===== config.mk =====
export PLATFORM = sky130hd
export DESIGN_NAME = idelay_tap_ctrl_flat
export DESIGN_NICKNAME = d
export VERILOG_FILES = /design/src/rtl/idelay_tap_ctrl_pkg.sv /design/src/rtl/idelay_tap_ctrl_if.sv /design/src/rtl/idelay_tap_ctrl.sv /design/src/flat_wrapper.sv
export SDC_FILE = /design/constraint.sdc
export NUM_CORES = 1
export LEC_CHECK = 0
export CORE_AREA = 2 2 71 73
export CTS_BUF_LIST = sky130_fd_sc_hd__clkbuf_2 sky130_fd_sc_hd__clkbuf_4 sky130_fd_sc_hd__clkbuf_8
export CTS_CLUSTER_DIAMETER = 50
export DETAILED_ROUTE_END_ITERATION = 8
export DIE_AREA = 0 0 73 75
export GPL_ROUTABILITY_DRIVEN = 0
export GPL_TIMING_DRIVEN = 0
export PLACE_DENSITY = 0.66
export SKIP_LAST_GASP = 1
export SLEW_MARGIN = 15
export SYNTH_ARGS = -nofsm -noshare
export SYNTH_HDL_FRONTEND = slang
export SYNTH_SLANG_ARGS = --single-unit

===== constraint.sdc =====
create_clock -name CLK -period 5.8 [get_ports CLK]
set_clock_uncertainty 0.05 [all_clocks]
set_input_delay 1.45 -clock CLK [delete_from_list [all_inputs] [get_ports CLK]]
set_output_delay 1.45 -clock CLK [all_outputs]
set_load 0.02 [all_outputs]

===== src/rtl/idelay_tap_ctrl_pkg.sv =====
// Shared definitions for the IDELAY tap controller: tap width, command codes
// and FSM state encoding.
package idelay_tap_pkg;

  localparam int TAP_W = 5;
  localparam logic [TAP_W-1:0] TAP_MAX = 5'd31;

  typedef enum logic [1:0] {
    CMD_SET  = 2'b00,
    CMD_INC1 = 2'b01,
    CMD_DEC1 = 2'b10,
    CMD_LOAD = 2'b11
  } cmd_e;

  typedef enum logic [2:0] {
    ST_INIT   = 3'd0,
    ST_IDLE   = 3'd1,
    ST_STEP   = 3'd2,
    ST_SETTLE = 3'd3,
    ST_DONE   = 3'd4
  } state_e;

endpackage


===== src/rtl/idelay_tap_ctrl_if.sv =====
// Command request channel of the IDELAY tap controller (valid/ready handshake).
interface idelay_tap_ctrl_if;
  import idelay_tap_pkg::*;

  logic             req_valid;
  logic             req_ready;
  logic [1:0]       req_cmd;
  logic [TAP_W-1:0] req_tap;

  modport master (output req_valid, req_cmd, req_tap, input req_ready);
  modport slave  (input req_valid, req_cmd, req_tap, output req_ready);

endinterface


===== src/rtl/idelay_tap_ctrl.sv =====
// Steps an IDELAY element one tap at a time towards a commanded value, with a
// settle gap after every CE/LD strobe and a tracked copy of the current tap.
module idelay_tap_ctrl
  import idelay_tap_pkg::*;
#(
  parameter int IDELAY_VALUE  = 0,
  parameter int SETTLE_CYCLES = 4
) (
  input  logic             CLK,
  input  logic             RST_N,
  idelay_tap_ctrl_if.slave req,
  output logic             dly_ce,
  output logic             dly_inc,
  output logic             dly_ld,
  output logic [TAP_W-1:0] cur_tap,
  output logic             busy,
  output logic             done,
  output logic             err
);

  localparam logic [TAP_W-1:0] LP_IV        = TAP_W'(IDELAY_VALUE);
  localparam logic [7:0]       LP_SETTLE    = 8'(SETTLE_CYCLES);
  localparam logic [7:0]       LP_SETTLE_M1 = LP_SETTLE - 8'd1;

  state_e           r_state;
  cmd_e             r_cmd;
  logic [TAP_W-1:0] r_target;
  logic [TAP_W-1:0] r_cur_tap;
  logic             r_inc;
  logic             r_sat;
  logic             r_boot;
  logic [7:0]       r_settle_cnt;

  state_e           w_state_nxt;
  cmd_e             w_req_cmd;
  logic [TAP_W-1:0] w_tgt;
  logic             w_dir;
  logic             w_sat;
  logic             w_accept;
  logic             w_step_ce;
  logic             w_step_ld;
  logic [TAP_W-1:0] w_next_tap;

  assign w_req_cmd = cmd_e'(req.req_cmd);
  assign w_accept  = (r_state == ST_IDLE) && req.req_valid;
  assign w_step_ce = (r_state == ST_STEP) && (r_cmd != CMD_LOAD) && (r_target != r_cur_tap);
  assign w_step_ld = (r_state == ST_STEP) && (r_cmd == CMD_LOAD);

  // Target and direction for the request on the bus; saturating INC1/DEC1 keep the tap.
  always_comb begin
    w_tgt = r_cur_tap;
    w_dir = 1'b0;
    w_sat = 1'b0;
    case (w_req_cmd)
      CMD_SET: begin
        w_tgt = req.req_tap;
        w_dir = (req.req_tap > r_cur_tap);
      end
      CMD_INC1: begin
        w_dir = 1'b1;
        if (r_cur_tap == TAP_MAX) w_sat = 1'b1;
        else                      w_tgt = r_cur_tap + 1'b1;
      end
      CMD_DEC1: begin
        if (r_cur_tap == '0) w_sat = 1'b1;
        else                 w_tgt = r_cur_tap - 1'b1;
      end
      CMD_LOAD: begin
        w_tgt = LP_IV;
        w_dir = (LP_IV > r_cur_tap);
      end
      default: ;
    endcase
  end

  always_comb begin
    w_next_tap = r_cur_tap;
    if (w_step_ce)      w_next_tap = r_inc ? (r_cur_tap + 1'b1) : (r_cur_tap - 1'b1);
    else if (w_step_ld) w_next_tap = LP_IV;
  end

  // The "target reached" test is made on leaving IDLE/SETTLE rather than in STEP,
  // so DONE follows the last settle period directly without an extra STEP cycle.
  always_comb begin
    w_state_nxt = r_state;
    case (r_state)
      ST_INIT:   w_state_nxt = (LP_SETTLE == 8'd0) ? ST_IDLE : ST_SETTLE;
      ST_IDLE: begin
        if (w_accept)
          w_state_nxt = ((w_req_cmd != CMD_LOAD) && (w_tgt == r_cur_tap)) ? ST_DONE : ST_STEP;
      end
      ST_STEP: begin
        if (LP_SETTLE != 8'd0)           w_state_nxt = ST_SETTLE;
        else if (w_next_tap == r_target) w_state_nxt = ST_DONE;
      end
      ST_SETTLE: begin
        if (r_settle_cnt == 8'd0) begin
          if (r_boot)                       w_state_nxt = ST_IDLE;
          else if (r_cur_tap == r_target)   w_state_nxt = ST_DONE;
          else                              w_state_nxt = ST_STEP;
        end
      end
      ST_DONE:   w_state_nxt = ST_IDLE;
      default:   w_state_nxt = ST_INIT;
    endcase
  end

  always_ff @(posedge CLK or negedge RST_N) begin
    if (!RST_N) begin
      r_state      <= ST_INIT;
      r_cmd        <= CMD_SET;
      r_target     <= LP_IV;
      r_cur_tap    <= LP_IV;
      r_inc        <= 1'b0;
      r_sat        <= 1'b0;
      r_boot       <= 1'b1;
      r_settle_cnt <= '0;
    end else begin
      r_state   <= w_state_nxt;
      r_cur_tap <= w_next_tap;
      if (w_accept) begin
        r_cmd    <= w_req_cmd;
        r_target <= w_tgt;
        r_inc    <= w_dir;
        r_sat    <= w_sat;
      end
      if (w_state_nxt == ST_IDLE) r_boot <= 1'b0;
      if ((w_state_nxt == ST_SETTLE) && (r_state != ST_SETTLE))
        r_settle_cnt <= LP_SETTLE_M1;
      else if ((r_state == ST_SETTLE) && (r_settle_cnt != 8'd0))
        r_settle_cnt <= r_settle_cnt - 8'd1;
    end
  end

  // INIT's LD is gated by RST_N so it stays low while reset holds the FSM in INIT.
  assign dly_ld        = w_step_ld || ((r_state == ST_INIT) && RST_N);
  assign dly_ce        = w_step_ce;
  assign dly_inc       = r_inc;
  assign cur_tap       = r_cur_tap;
  assign busy          = (r_state != ST_IDLE);
  assign done          = (r_state == ST_DONE);
  assign err           = (r_state == ST_DONE) && r_sat;
  assign req.req_ready = (r_state == ST_IDLE);

endmodule

===== src/flat_wrapper.sv =====
// flat-port wrapper written by rule: the top's interface ports become plain ports
module idelay_tap_ctrl_flat import idelay_tap_pkg::*;
#(
  parameter int IDELAY_VALUE  = 0,
  parameter int SETTLE_CYCLES = 4
)
  (CLK, RST_N, dly_ce, dly_inc, dly_ld, cur_tap, busy, done, err, req_req_valid, req_req_cmd, req_req_tap, req_req_ready);
  idelay_tap_ctrl_if req_i ();
  input  logic CLK;
  input  logic RST_N;
  output logic dly_ce;
  output logic dly_inc;
  output logic dly_ld;
  output logic [TAP_W-1:0] cur_tap;
  output logic busy;
  output logic done;
  output logic err;
  input wire logic [$bits(req_i.req_valid)-1:0] req_req_valid;
  input wire logic [$bits(req_i.req_cmd)-1:0] req_req_cmd;
  input wire logic [$bits(req_i.req_tap)-1:0] req_req_tap;
  output wire logic [$bits(req_i.req_ready)-1:0] req_req_ready;
  assign req_i.req_valid = req_req_valid;
  assign req_i.req_cmd = req_req_cmd;
  assign req_i.req_tap = req_req_tap;
  assign req_req_ready = req_i.req_ready;
  idelay_tap_ctrl #(.IDELAY_VALUE(IDELAY_VALUE), .SETTLE_CYCLES(SETTLE_CYCLES)) u_core (.CLK(CLK), .RST_N(RST_N), .req(req_i), .dly_ce(dly_ce), .dly_inc(dly_inc), .dly_ld(dly_ld), .cur_tap(cur_tap), .busy(busy), .done(done), .err(err));
endmodule

==> results list, run 1 <==
- Largest net degree at the start of global routing: 28
* Die boundary width: 73 um
* Average cell area after synthesis: 8.41 um2
- STA classifies the critical path startpoint as an input port.
- Hold-fix buffers, CTS: 0
- The first routing iteration left 69 violations.
- Average wire length per cell after detail routing: 15.0 um
- For this configuration, the core starts out at a cell density of 43.9%.
* Data arrival time at the worst-slack endpoint: 2.95 ns
- Number of synthesis warnings: 0
- Antenna violations before repair: 0
- Sequential fraction of the synthesis area: 31.9%
- STA classifies the critical path endpoint as a primary output.
- Smallest setup slack after layout: 1.35 ns
- Final slew viol count: 0
* Static leakage power: 0.000993 uW
* Average via count per standard cell: ~5.7
- Row generation in the floorplan step produced 25 rows.
- Synthesized flop and latch total: 26
* Count of mapped cells out of synthesis: 243
- Antenna diode count: 0
* TritonCTS clock tree: done
- Unique cell type count in the Yosys netlist: 55
- H-tree depth reported by CTS: 1
- Biggest fanout along the worst timing path: 27
* Net count reported at finish: 294
* Crit Path Class: input port to primary output
- Cell at the slowest stage of the critical path: sky130_fd_sc_hd__clkdlybuf4s50_1
- Largest stage delay on the critical path: 0.62 ns
- Setup repair after global routing missed its margin: no
- The floorplan step defined a core boundary enclosing 4660 um2.
- Routed Wire Length: about 4.8 mm
- The routed layout has 1,845 vias.
- For the worst setup path, the data required time is 4.30 ns.
* Vertical die dimension: 75 um
- The flow ran to the end, and the final reports show no timing, DRC or antenna violations.
- Prior to clock tree synthesis, the placed netlist has a worst setup slack of about 1.3 ns.
- From synthesis to final layout, the design area changed by 15.7%.
* Clock transition time at the flip-flop clock pins of the worst setup and hold paths: 0.09 ns
- The total overflow left after global routing is 0.
- Master cell of the clock root buffer: sky130_fd_sc_hd__clkbuf_8
- Total clock buffers created by CTS: 3
- Cells with a size suffix above 1 make up 6.72% of the layout.
- The worst path uses 76.7% of the clock period.
* Iteration count of the initial detailed-routing pass: 4
- Top achievable clock speed: 225 MHz
* Synthesized cell area: 2040 um2
- The final hold violation count is 0.
- The critical path contains buffers and inverters numbering 2 combined.
- Adding up every negative setup slack in the final design gives 0 ns.
- Antenna-violating nets left: 0
* Endpoints failing setup: 0
- For this design the top-level I/O count stands at 22.
* First-pass GRT wire length: 8.34 mm
- Clock tree buffer depth: 2
- GRT Total Usage: 19.4%
* Cells along the critical path: buf_2 > nor2b_1 > a31oi_1 > nor3_1 > clkdlybuf4s50_1
- The HPWL after detailed placement is 3.74 mm.
* Max-cap viol count: 0
- Counting I/O delays and the setup requirement, the final critical path takes 4.45 ns.
* Post-CTS Repair Setup Buffers: 0
- After filler insertion, the fill cell instance count of the layout stands at roughly 450.
- Dominant delay contributor by cell family on the critical path: buffers and inverters
* Tightest slew margin relative to the limit: 50.3%
- Total of buffers placed on input and output ports: 21
* Number of enable-type register cells in the synthesized netlist: 0
* Drt drc: 0
* Async set-reset flop share out of synthesis: 100%
- Maximum vdd drop: 0.223 mV
- At the pin with the least slew margin, the transition time is between 0.7 and 0.8 ns.
* Number of sinks on the clock net: 26
- The via count of the first global-routing pass came to about 1.8k.
* Post-CTS resize count: 0
- Power density over the cells: 458 nW/um2
* Worst Hold Class: flop to flop
- For this run, the leading register cell type out of synthesis is sky130_fd_sc_hd__dfrtp_1.
* Skew-Pair Late Insertion Delay: 0.27 ns
- Die area: between 5000 and 6000 um2
- Post-Syn Nets: ~270
worst register-to-register path, stage by stage (launching register included):
cell and delay, ns:
sky130_fd_sc_hd__dfrtp_1 0.45, sky130_fd_sc_hd__clkbuf_1 0.29, sky130_fd_sc_hd__inv_1 0.19, sky130_fd_sc_hd__ha_1 0.29, sky130_fd_sc_hd__or4b_4 0.54, sky130_fd_sc_hd__a32o_1 0.30
sky130_fd_sc_hd__a221oi_2 0.30, sky130_fd_sc_hd__nor2_1 0.06, sky130_fd_sc_hd__and4b_1 0.18, sky130_fd_sc_hd__a31o_1 0.18
flip-flops by register name, indices dropped and copies added, names as in the netlist:
name	count
u_core.cur_tap	5
u_core.dly_inc	1
u_core.r_boot	1
u_core.r_cmd	2
u_core.r_sat	1
u_core.r_settle_cnt	8
u_core.r_state	3
u_core.r_target	5
area by class of cell:
cell class | instances | area [um2] | share of cell area [%]
clock buffers | 4 | 48.8 | 2.06
plain buffers | 15 | 62.6 | 2.64
multi-input cells | 186 | 1270 | 53.7
flip-flops and latches | 26 | 652 | 27.6
well taps | 54 | 67.6 | 2.86
repair buffers | 21 | 205 | 8.67
inverters | 16 | 60.1 | 2.54
power by group:
group	switching (uW)	internal, uW	leakage [uW]	total [uW]
Sequential	57.0	254	0.000323	311
Combinational	376	284	0.000644	660
Clock	58.4	53.9	0.0000262	112
Total	492	592	0.000993	1080
synth_stat cells (all sizes together) (2+ instances only):
cell type  instances  area (um2)
and3               2        12.5
xor2               3        26.3
nor2b              8        50.1
o211ai             2        15.0
ha                15         188
a21boi             2        15.0
clkbuf            10        37.5
or4                3        22.5
nand2b             4        25.0
nand2             21        78.8
xnor2              8        70.1
or3                5        31.3
a41oi              2        17.5
buf                5        25.0
a31oi              5        31.3
a31o               2        17.5
a21oi             16        80.1
dfrtp             25         626
nor3b              4        30.0
nor2              14        52.6
a21o               3        22.5
inv               16        60.1
nor3               5        25.0
mux2i              4        40.0
o31ai              2        15.0
nand3              8        40.0
a221oi             4        41.3
o21ai             14        70.1
nor4               2        12.5
o22ai              4        25.0
o21a               2        15.0
nand3b             2        15.0
kinds of logic after synthesis:
kind of cell	Yosys count	synth area share [%]
AOI/OAI and AO/OA	69	22.7
adders and majority gates	15	9.18
muxes	5	2.51
DFF	26	31.9
xor gates and xnor gates	11	4.71
buffers and inverters	31	6.00
and+or+nand+nor	86	23.0
through the flow:
step                      cell area, um2  power [uW]  utilization [%]  cells  hold slack, ns
after detailed placement            2320         977             49.7    318           0.427
final                               2370        1080             50.8    322           0.437
after CTS                           2370        1090             50.8    322           0.448
after global placement              2320         966             49.8    318           0.417
after global routing                2370        1190             50.8    322           0.466
after floorplan                     2040         790                -    243           0.392
final timing paths:
check | endpoint | from | cells past startpoint | slack (ns)
max in group asynchronous | u_core.r_settle_cnt[2] | RST_N | 1 | 4.17
min in group asynchronous | u_core.r_state[0] | RST_N | 1 | 1.13
min reg2reg | u_core.r_sat | u_core.r_sat | 2 | 0.44
max reg2reg | u_core.r_state[2] | u_core.cur_tap[0] | 9 | 2.88
max | dly_ld | RST_N | 5 | 1.35
min | u_core.r_sat | u_core.r_sat | 2 | 0.44
layout by cell type (no fill, tap or decap), types with 6 or more instances in the layout:
cell type / n
sky130_fd_sc_hd__nor2_1: 14
sky130_fd_sc_hd__nand2_1: 21
sky130_fd_sc_hd__clkdlybuf4s50_1: 20
sky130_fd_sc_hd__inv_1: 16
sky130_fd_sc_hd__buf_2: 6
sky130_fd_sc_hd__nor2b_1: 8
sky130_fd_sc_hd__clkbuf_1: 10
sky130_fd_sc_hd__nand3_1: 8
sky130_fd_sc_hd__dfrtp_1: 25
sky130_fd_sc_hd__ha_1: 15
sky130_fd_sc_hd__o21ai_0: 14
sky130_fd_sc_hd__xnor2_1: 8
sky130_fd_sc_hd__a21oi_1: 16
metal layers:
metal / track usage (%) / vias to the layer above / share of wire [%]
met5: 0 / - / 0
met4: 8.02 / 0 / 1.8
met3: 1.74 / 8 / 3.2
met2: 33.4 / 37 / 49
met1: 24.9 / 874 / 46
li1: - / 926 / -
Power figures use the tool's default switching activity.
==> inputs of run 2 (changes only) <==
clock period = 4.2 ns   (was 5.8 ns; I/O delays follow)
==> results of run 2 <==
Same layout as run 1 (identical final DEF). Status: complete, no violations.
Main changes from that run: setup slack after placement 1.29 ns -> 0.486 ns; setup slack after layout 1.35 ns -> 0.340 ns; start point of the critical path RST_N -> u_core.cur_tap[0]; end point of the critical path dly_ld -> dly_ce; register-to-register setup slack 2.88 ns -> 1.28 ns; total power 1080 uW -> 1500 uW; worst IR drop on VDD 0.223 mV -> 0.308 mV
==> inputs of run 3 (changes only) <==
clock period = 3.83 ns   (was 4.2 ns; I/O delays follow)
==> results list, run 3 (same netlist as run 1, synthesis figures left out) <==
- Final Hold Violating Endpoints: 0 (unchanged)
* Net count reported at finish: 294 (unchanged)
- The number of setup buffers added after CTS came to 0 (unchanged).
- The row count was 25 (unchanged).
* GRT Total Usage: 19.4% (+0.028 points)
* Worst Hold Launch: u_core.r_sat
- The width of the chip was 73 um (unchanged).
- Of the available clock period, the critical path in the final layout requires 92.3%.
* Clock tree buffer depth: 2 (unchanged)
* Vertical die dimension: 75 um (unchanged)
* Run status: complete, no violations
- Worst R2R Setup Slack: 0.91 ns
- The worst setup path is captured at a primary output.
- The first-pass GRT wire length was 8.35 mm (+0.17%).
- The detailed-route wire length per cell came to 15.1 um (+0.48%).
- Master cell of the clock root buffer: sky130_fd_sc_hd__clkbuf_8
* Type of origin of the critical path: flop
- Number of cells on the worst hold path: 2 (unchanged)
- The final HPWL from detailed placement is 3.74 mm (unchanged).
* Required time at the endpoint of the critical path: 2.82 ns
- The detailed-route vias per instance is 5.71 (-0.38%).
- Data arrival time at the worst-slack endpoint: 2.53 ns
- The finished layout cell area is 2370 um2 (+0.26%).
* Hold-fix buffers, CTS: 0 (unchanged)
* Fill count: 451 (-0.44%)
- The worst register-to-register path begins at u_core.cur_tap[0].
- Antenna violations before repair: 0 (unchanged)
- The clock latency at the later pin of the worst-skew pair came to 0.27 ns (about the same).
* Most flop-heavy register: u_core.r_settle_cnt
- H-tree depth reported by CTS: 1 (unchanged)
- The total overflow reported by the global router came to 0 (unchanged).
- The max-cap check violation count is 0 (unchanged).
- Setup repair after global routing left no endpoint under its margin.
* Via count of the first global-routing pass: 1,815 (+0.11%)
* Iteration count of the initial detailed-routing pass: 4 (unchanged)
- Total of buffers placed on input and output ports: 21 (unchanged)
- The design draws 1650 uW.
* Total clock buffers created by CTS: 3 (unchanged)
- The residual DRC count came to 0 (unchanged).
- The largest net degree at the start of global routing was 28 (unchanged).
- TritonCTS clock tree: done
- The final antenna diode count came to 0 (unchanged).
- The floorplan die area was 5480 um2 (unchanged).
- Core Region: 4660 um2 (unchanged)
* Detailed-route via count: 1,838 (-0.38%)
- Tightest slew margin relative to the limit: 56.0% (+5.6 points)
* Maximum vdd drop: 0.339 mV
- The total detailed-routing wirelength came to 4.86 mm (+0.48%).
- The cell area after placement is 2320 um2 (unchanged).
* Final hold slack: 0.437 ns (-0.0000410 ns)
- Final slew viol count: 0 (unchanged)
* Worst flop-to-flop path endpoint: u_core.r_state[2]
* Initial standard-cell utilization of the core: 43.9% (unchanged)
* Crit Path Class: flop to primary output
* Proportion of layout cells with a drive suffix above 1: 7.09% (+0.37 points)
- Power spread over the standard cell area amounts to 695 nW/um2.
- Register-to-Register Path Depth: 9 (unchanged)
- The final non-filler cell total was 322 (unchanged).
- Biggest fanout along the worst timing path: 10
* Top achievable clock speed: about 280 MHz
- The clock sink count came to 26 (unchanged).
* Worst Hold Class: flop to flop
- Relative to the synthesized area, the layout overhead comes to 16.0%.
* Number of top-level design ports: 22 (unchanged)
* Most frequent standard cell in the layout excluding fill and tap cells: sky130_fd_sc_hd__dfrtp_1
* Max FFs per register: 8 (unchanged)
* Antenna-violating nets left: 0 (unchanged)
- Summed negative setup slack over all endpoints: 0 ns (unchanged)
- Drt first-iter violations: 59 (-14%)
- The leakage power of the design was 0.000994 uW (about the same).
- The final setup violation count was 0 (unchanged).
* Clock transition time at the flip-flop clock pins of the worst setup and hold paths: 0.09 ns (about the same)
- The library cells used most frequently in the layout, excluding fill and tap cells, are 25 x sky130_fd_sc_hd__dfrtp_1, 21 x sky130_fd_sc_hd__nand2_1, 20 x sky130_fd_sc_hd__clkdlybuf4s50_1, 16 x sky130_fd_sc_hd__inv_1, 16 x sky130_fd_sc_hd__a21oi_1.
- The placed cell count is 318 (unchanged).
- The path with the worst hold slack has its endpoint at u_core.r_sat.
- Post-layout min period: 3.54 ns
* Pin slew with the least headroom to its limit: 0.658 ns (-0.0860 ns)
## run 3: changes by cell type in the layout (fill, tap and decap cells not counted)
cell,delta
sky130_fd_sc_hd__o2111ai_1,-1
sky130_fd_sc_hd__o2111ai_2,+1
## run 3: layout make-up
| class | instances | area (um2) | area share (%) |
|---|---|---|---|
| multi-input combinational | 186 | 1280 | 53.8 |
| inverter | 16 | 60.1 | 2.53 |
| buffer | 15 | 62.6 | 2.64 |
| tap | 54 | 67.6 | 2.85 |
| clock buffer | 4 | 48.8 | 2.06 |
| timing repair buffer | 21 | 205 | 8.65 |
| sequential | 26 | 652 | 27.5 |
## run 3: stage by stage
stage,utilization (%),setup WS (ns)
floorplan,-,1.15
global placement,49.8,-0.565
detailed placement,49.7,0.301
CTS,50.9,0.245
global route,50.9,0.139
finish,50.9,0.294
## run 3: per-layer routing
| layer | global-route usage, % | vias up | part of all wire, % |
|---|---|---|---|
| li1 | - | 926 | - |
| met1 | 25.0 | 866 | 46 |
| met2 | 33.4 | 38 | 49 |
| met3 | 1.74 | 8 | 3.2 |
| met4 | 8.02 | 0 | 1.8 |
| met5 | 0 | - | 0 |
## run 3: report_power, final
group	internal, uW	switching [uW]
clock	81.6	88.1
combinational	431	577
sequential	385	86.6
## run 3: critical path: stages (launching register included)
cell and delay (ns):
sky130_fd_sc_hd__dfrtp_1 0.44, sky130_fd_sc_hd__clkbuf_1 0.46, sky130_fd_sc_hd__xnor2_1 0.18, sky130_fd_sc_hd__nand2_1 0.11, sky130_fd_sc_hd__o2111ai_2 0.41, sky130_fd_sc_hd__inv_1 0.10
sky130_fd_sc_hd__clkdlybuf4s50_1 0.55
## run 3: repair_timing
item,CTS,global route
endpoints found under the hold margin,0,0
setup endpoints to repair,1,0
gates resized for setup,1,0
## run 3: worst max-delay path by stage
stage	depth (start not counted)	end	start	slack, ns
6_report	6	dly_ce	u_core.cur_tap[0]	0.29
5_1_grt	6	dly_ce	u_core.cur_tap[0]	0.14
4_1_cts	6	dly_ce	u_core.cur_tap[0]	0.25
3_5_place_dp	5	dly_ld	RST_N	0.30
3_3_place_gp	5	dly_ld	RST_N	-0.57
2_1_floorplan	8	u_core.r_state[2]	req_req_cmd[1]	1.15
==> variant 1, RTL diff (settings of run 2) <==
Re-encode `state_e` (5 states) as one-hot, 5 bits wide.
--- a/src/rtl/idelay_tap_ctrl_pkg.sv
+++ b/src/rtl/idelay_tap_ctrl_pkg.sv
@@ -13,10 +13,10 @@
   } cmd_e;
 
-  typedef enum logic [2:0] {
-    ST_INIT   = 3'd0,
-    ST_IDLE   = 3'd1,
-    ST_STEP   = 3'd2,
-    ST_SETTLE = 3'd3,
-    ST_DONE   = 3'd4
+  typedef enum logic [4:0] {
+    ST_INIT   = 5'b00001,
+    ST_IDLE   = 5'b00010,
+    ST_STEP   = 5'b00100,
+    ST_SETTLE = 5'b01000,
+    ST_DONE   = 5'b10000
   } state_e;
 
Check against the original RTL: same outputs for any inputs over 10 cycles, from zero or initial values and one cycle with RST_N low; not proved beyond that.
==> variant 1 against run 2 <==
- count of clock-buffer cells in the layout stayed put
- setup slack better by 0.064 ns
- cell area is 4.4% higher
- total power is 31% lower
- sequential cell count is 2 higher
- routed wire length is 1.1% lower
- area after synthesis is 4.5% higher
- sequential power is 16% lower
- critical path type unchanged
- critical endpoint unchanged
==> variant 1: results (changes against run 2) <==
Outcome
  – Result of the run: complete, no violations (unchanged)

Drt
  – Total via count after detailed routing: 1,881 (was 1,845)
  – Detailed-route vias per instance: 5.63 (was 5.73)
  – Routed length per placed instance: 14.3 um (was 15.0 um)
  – Initial detailed-routing violation count: 84 (was 69)

Timing
  – Normalized max-slew margin: 53.1% (was 50.3%)
  – Worst Hold Margin: 0.431 ns (was 0.437 ns)

Finish
  – Non-clock buffer share of cell area: 10.5% (was 11.3%)
  – Sequential share of cell area: 28.5% (was 27.6%)
  – Inverter count of the layout excluding clock inverters: 19 (was 16)
  – Clock-cell share: 2.23% (was 2.06%)
  – Final design utilization: 53.0% (was 50.8%)
  – NumNets Final: 306 (was 294)
  – Multi-input logic portion of the cell area: 53.1% (was 53.7%)

Synth
  – Post-Synthesis Net Count: 280 (was 268)
  – Cell types with the largest area share after synthesis: dfrtp_1 (30%), ha_1 (8.8%), o21ai_0 (5.9%), nor2_1 (4.2%), nand2_1 (4.0%) (was dfrtp_1 (31%), ha_1 (9.2%), a21oi_1 (3.9%), nand2_1 (3.9%), o21ai_0 (3.4%))
  – Leading cell types by count after synthesis: dfrtp_1 (26), o21ai_0 (25), nor2_1 (24), nand2_1 (23), inv_1 (19) (was dfrtp_1 (25), nand2_1 (21), a21oi_1 (16), inv_1 (16), ha_1 (15))
  – Count of unique library cells instantiated by Yosys: 54 (was 55)
  – Seq/Total Area, Yosys: 32.9% (was 31.9%)

GRT
  – First-pass GRT wire length: 8.25 mm (was 8.34 mm)
  – Largest net degree at the start of global routing: 30 (was 28)
  – GRT Total Usage: 19.0% (was 19.4%)

Hold path
  – Endpoint of the worst hold-timing path: u_core.r_boot (was u_core.r_sat)
  – Worst min-delay path startpoint: u_core.r_boot (was u_core.r_sat)

Placement
  – Number of instances in the placed design: 330 (was 318)
  – DP Wirelength: 3.72 mm (was 3.74 mm)
  – Worst setup slack after placement: 0.416 ns (was 0.486 ns)

Worst setup path
  – Data arrival time of the worst path: 2.70 ns (was 2.76 ns)
  – Cell with the largest stage delay on the worst path: clkdlybuf4s50_1 (was o2111ai_1)
  – Worst reg2reg setup slack: 1.24 ns (was 1.28 ns)
  – Worst reg-to-reg path cell count: 10 (was 9)

Pwr
  – Maximum resistive drop on vdd: 0.241 mV (was 0.308 mV)
==> variant 1: repair_timing <==
action | 4_1_cts | 5_1_grt
resized for setup | 0 | 1
endpoints found under the setup margin | 0 | 1
hold buffers | 0 | 0
==> variant 1: layer usage <==
layer  global-route usage, %  routed length (um)
met1                    25.2                2300
met2                    33.0                2280
met3                    2.01                 145
met4                    5.14                  56
met5                       0                   0
==> variant 1: logic make-up (layout without fill, tap and decap cells) <==
kind of cell | after synthesis | after routing | synth area share (%)
muxes | 2 | 2 | 0.995
xor gates and xnor gates | 16 | 16 | 6.56
DFF | 28 | 28 | 32.9
buffers and inverters | 29 | 54 | 5.91
and+or+nand+nor | 102 | 102 | 25.6
AOI/OAI and AO/OA | 63 | 63 | 19.2
adders and majority gates | 15 | 15 | 8.78
==> variant 1: report_power, final <==
group / internal [mW] / total (mW) / switching, mW
combinational: 0.207 / 0.498 / 0.291
clock: 0.0839 / 0.167 / 0.0830
sequential: 0.312 / 0.362 / 0.0503
==> variant 2, RTL diff (config.mk and constraints of run 2) <==
Without the edit above. `TAP_W`: 5 -> 6.
--- a/src/rtl/idelay_tap_ctrl_pkg.sv
+++ b/src/rtl/idelay_tap_ctrl_pkg.sv
@@ -3,5 +3,5 @@
 package idelay_tap_pkg;
 
-  localparam int TAP_W = 5;
+  localparam int TAP_W = 6;
   localparam logic [TAP_W-1:0] TAP_MAX = 5'd31;
 
Interface: changed (resized cur_tap and req_req_tap); port bits go from 22 to 24. The function was not compared with the original's and may differ.
==> variant 2 against run 2 <==
- die area did not move
- total power rose by 16%
- setup slack improved by 0.26 ns
- routed wire length rose by 18%
- cell area rose by 11%
- non-clock buffer count rose by 1
- area after synthesis rose by 11%
- global-route usage rose by 2.8 points
- via count rose by 15%
- critical path depth fell by 2
- sequential cell count rose by 2
- highest routed layer unchanged
==> variant 2: results (changes against run 2) <==
Worst setup path
  – Timing endpoint of the critical path: dly_ld (was dly_ce)
  – Critical-path maximum fanout: 29 (was 10)
  – Worst reg-to-reg path cell count: 8 (was 9)
  – Data arrival time of the worst path: 2.50 ns (was 2.76 ns)

Hold path
  – Depth of the worst hold-timing path: 1 (was 2)
  – Worst min-delay path startpoint: u_core.r_boot (was u_core.r_sat)
  – Endpoint of the worst hold-timing path: u_core.r_boot (was u_core.r_sat)

GRT
  – Largest net degree at the start of global routing: 30 (was 28)
  – Vias in the first global route: 1,885 (was 1,813)

Pwr
  – Maximum resistive drop on vdd: 0.212 mV (was 0.308 mV)

Finish
  – Multi-input logic portion of the cell area: 53.5% (was 53.7%)
  – Clock-cell share: 2.72% (was 2.06%)
  – Inverter count of the layout excluding clock inverters: 18 (was 16)
  – Non-clock buffer share of cell area: 11.9% (was 11.3%)
  – Proportion of layout cells with a drive suffix above 1: 9.18% (was 6.72%)
  – Area overhead of the layout relative to synthesis: 16.1% (was 15.7%)

Drt
  – Initial detailed-routing violation count: 136 (was 69)
  – Total via count after detailed routing: 2,117 (was 1,845)
  – Routed length per placed instance: 16.4 um (was 15.0 um)

Timing
  – Worst Hold Margin: 0.425 ns (was 0.437 ns)
  – Min Clock Period, post-route: 3.60 ns (was 3.86 ns)

Clock tree
  – Clock Sink Count: 28 (was 26)

Placement
  – Worst setup slack after placement: 0.553 ns (was 0.486 ns)
  – Count of input and output buffers: 23 (was 21)
  – DP Wirelength: 4.43 mm (was 3.74 mm)

Synth
  – Adder-Cell Fraction of Synth Area: 7.75% (was 9.18%)
  – Xor/xnor share of the synthesized area: 6.97% (was 4.71%)
  – Leading cell types by count after synthesis: nand2_1 (28), dfrtp_1 (27), o21ai_0 (21), nor2_1 (18), inv_1 (16) (was dfrtp_1 (25), nand2_1 (21), a21oi_1 (16), inv_1 (16), ha_1 (15))
  – Count of unique library cells instantiated by Yosys: 61 (was 55)
  – Seq/Total Area, Yosys: 31.0% (was 31.9%)
  – Cell types with the largest area share after synthesis: dfrtp_1 (30%), ha_1 (7.7%), nand2_1 (4.6%), o21ai_0 (4.6%), xnor2_1 (3.5%) (was dfrtp_1 (31%), ha_1 (9.2%), a21oi_1 (3.9%), nand2_1 (3.9%), o21ai_0 (3.4%))

Outcome
  – Result of the run: complete, no violations (unchanged)
-- variant 2: cell types whose count changed in the layout (fill, tap and decap cells not counted), moves of 5 or more --
cell and delta:
o21ai_0 +7, clkbuf_1 -8, xor2_1 +6, nand2_1 +7, a21oi_1 -9, nand4_1 +5
-- variant 2: routing by layer --
layer / vias up / GRT usage (%) / wire length (um)
met2: 86 / 32.2 / 2480
li1: 1022 / - / -
met5: - / 0 / 0
met4: 0 / 10.1 / 170
met3: 15 / 2.54 / 349
met1: 994 / 32.9 / 2690
-- variant 2: per-stage QoR --
| step | total power, mW | std cells |
|---|---|---|
| after detailed placement | 1.52 | 344 |
| after global routing | 1.89 | 348 |
| after floorplan | 1.22 | 267 |
| final | 1.74 | 348 |
| after CTS | 1.74 | 348 |
| after global placement | 1.50 | 344 |
-- variant 2: power breakdown --
part	internal, mW	total [mW]	switching (mW)
combinational	0.439	1.04	0.606
sequential	0.378	0.478	0.0994
clock	0.128	0.215	0.0878
total	0.945	1.74	0.793
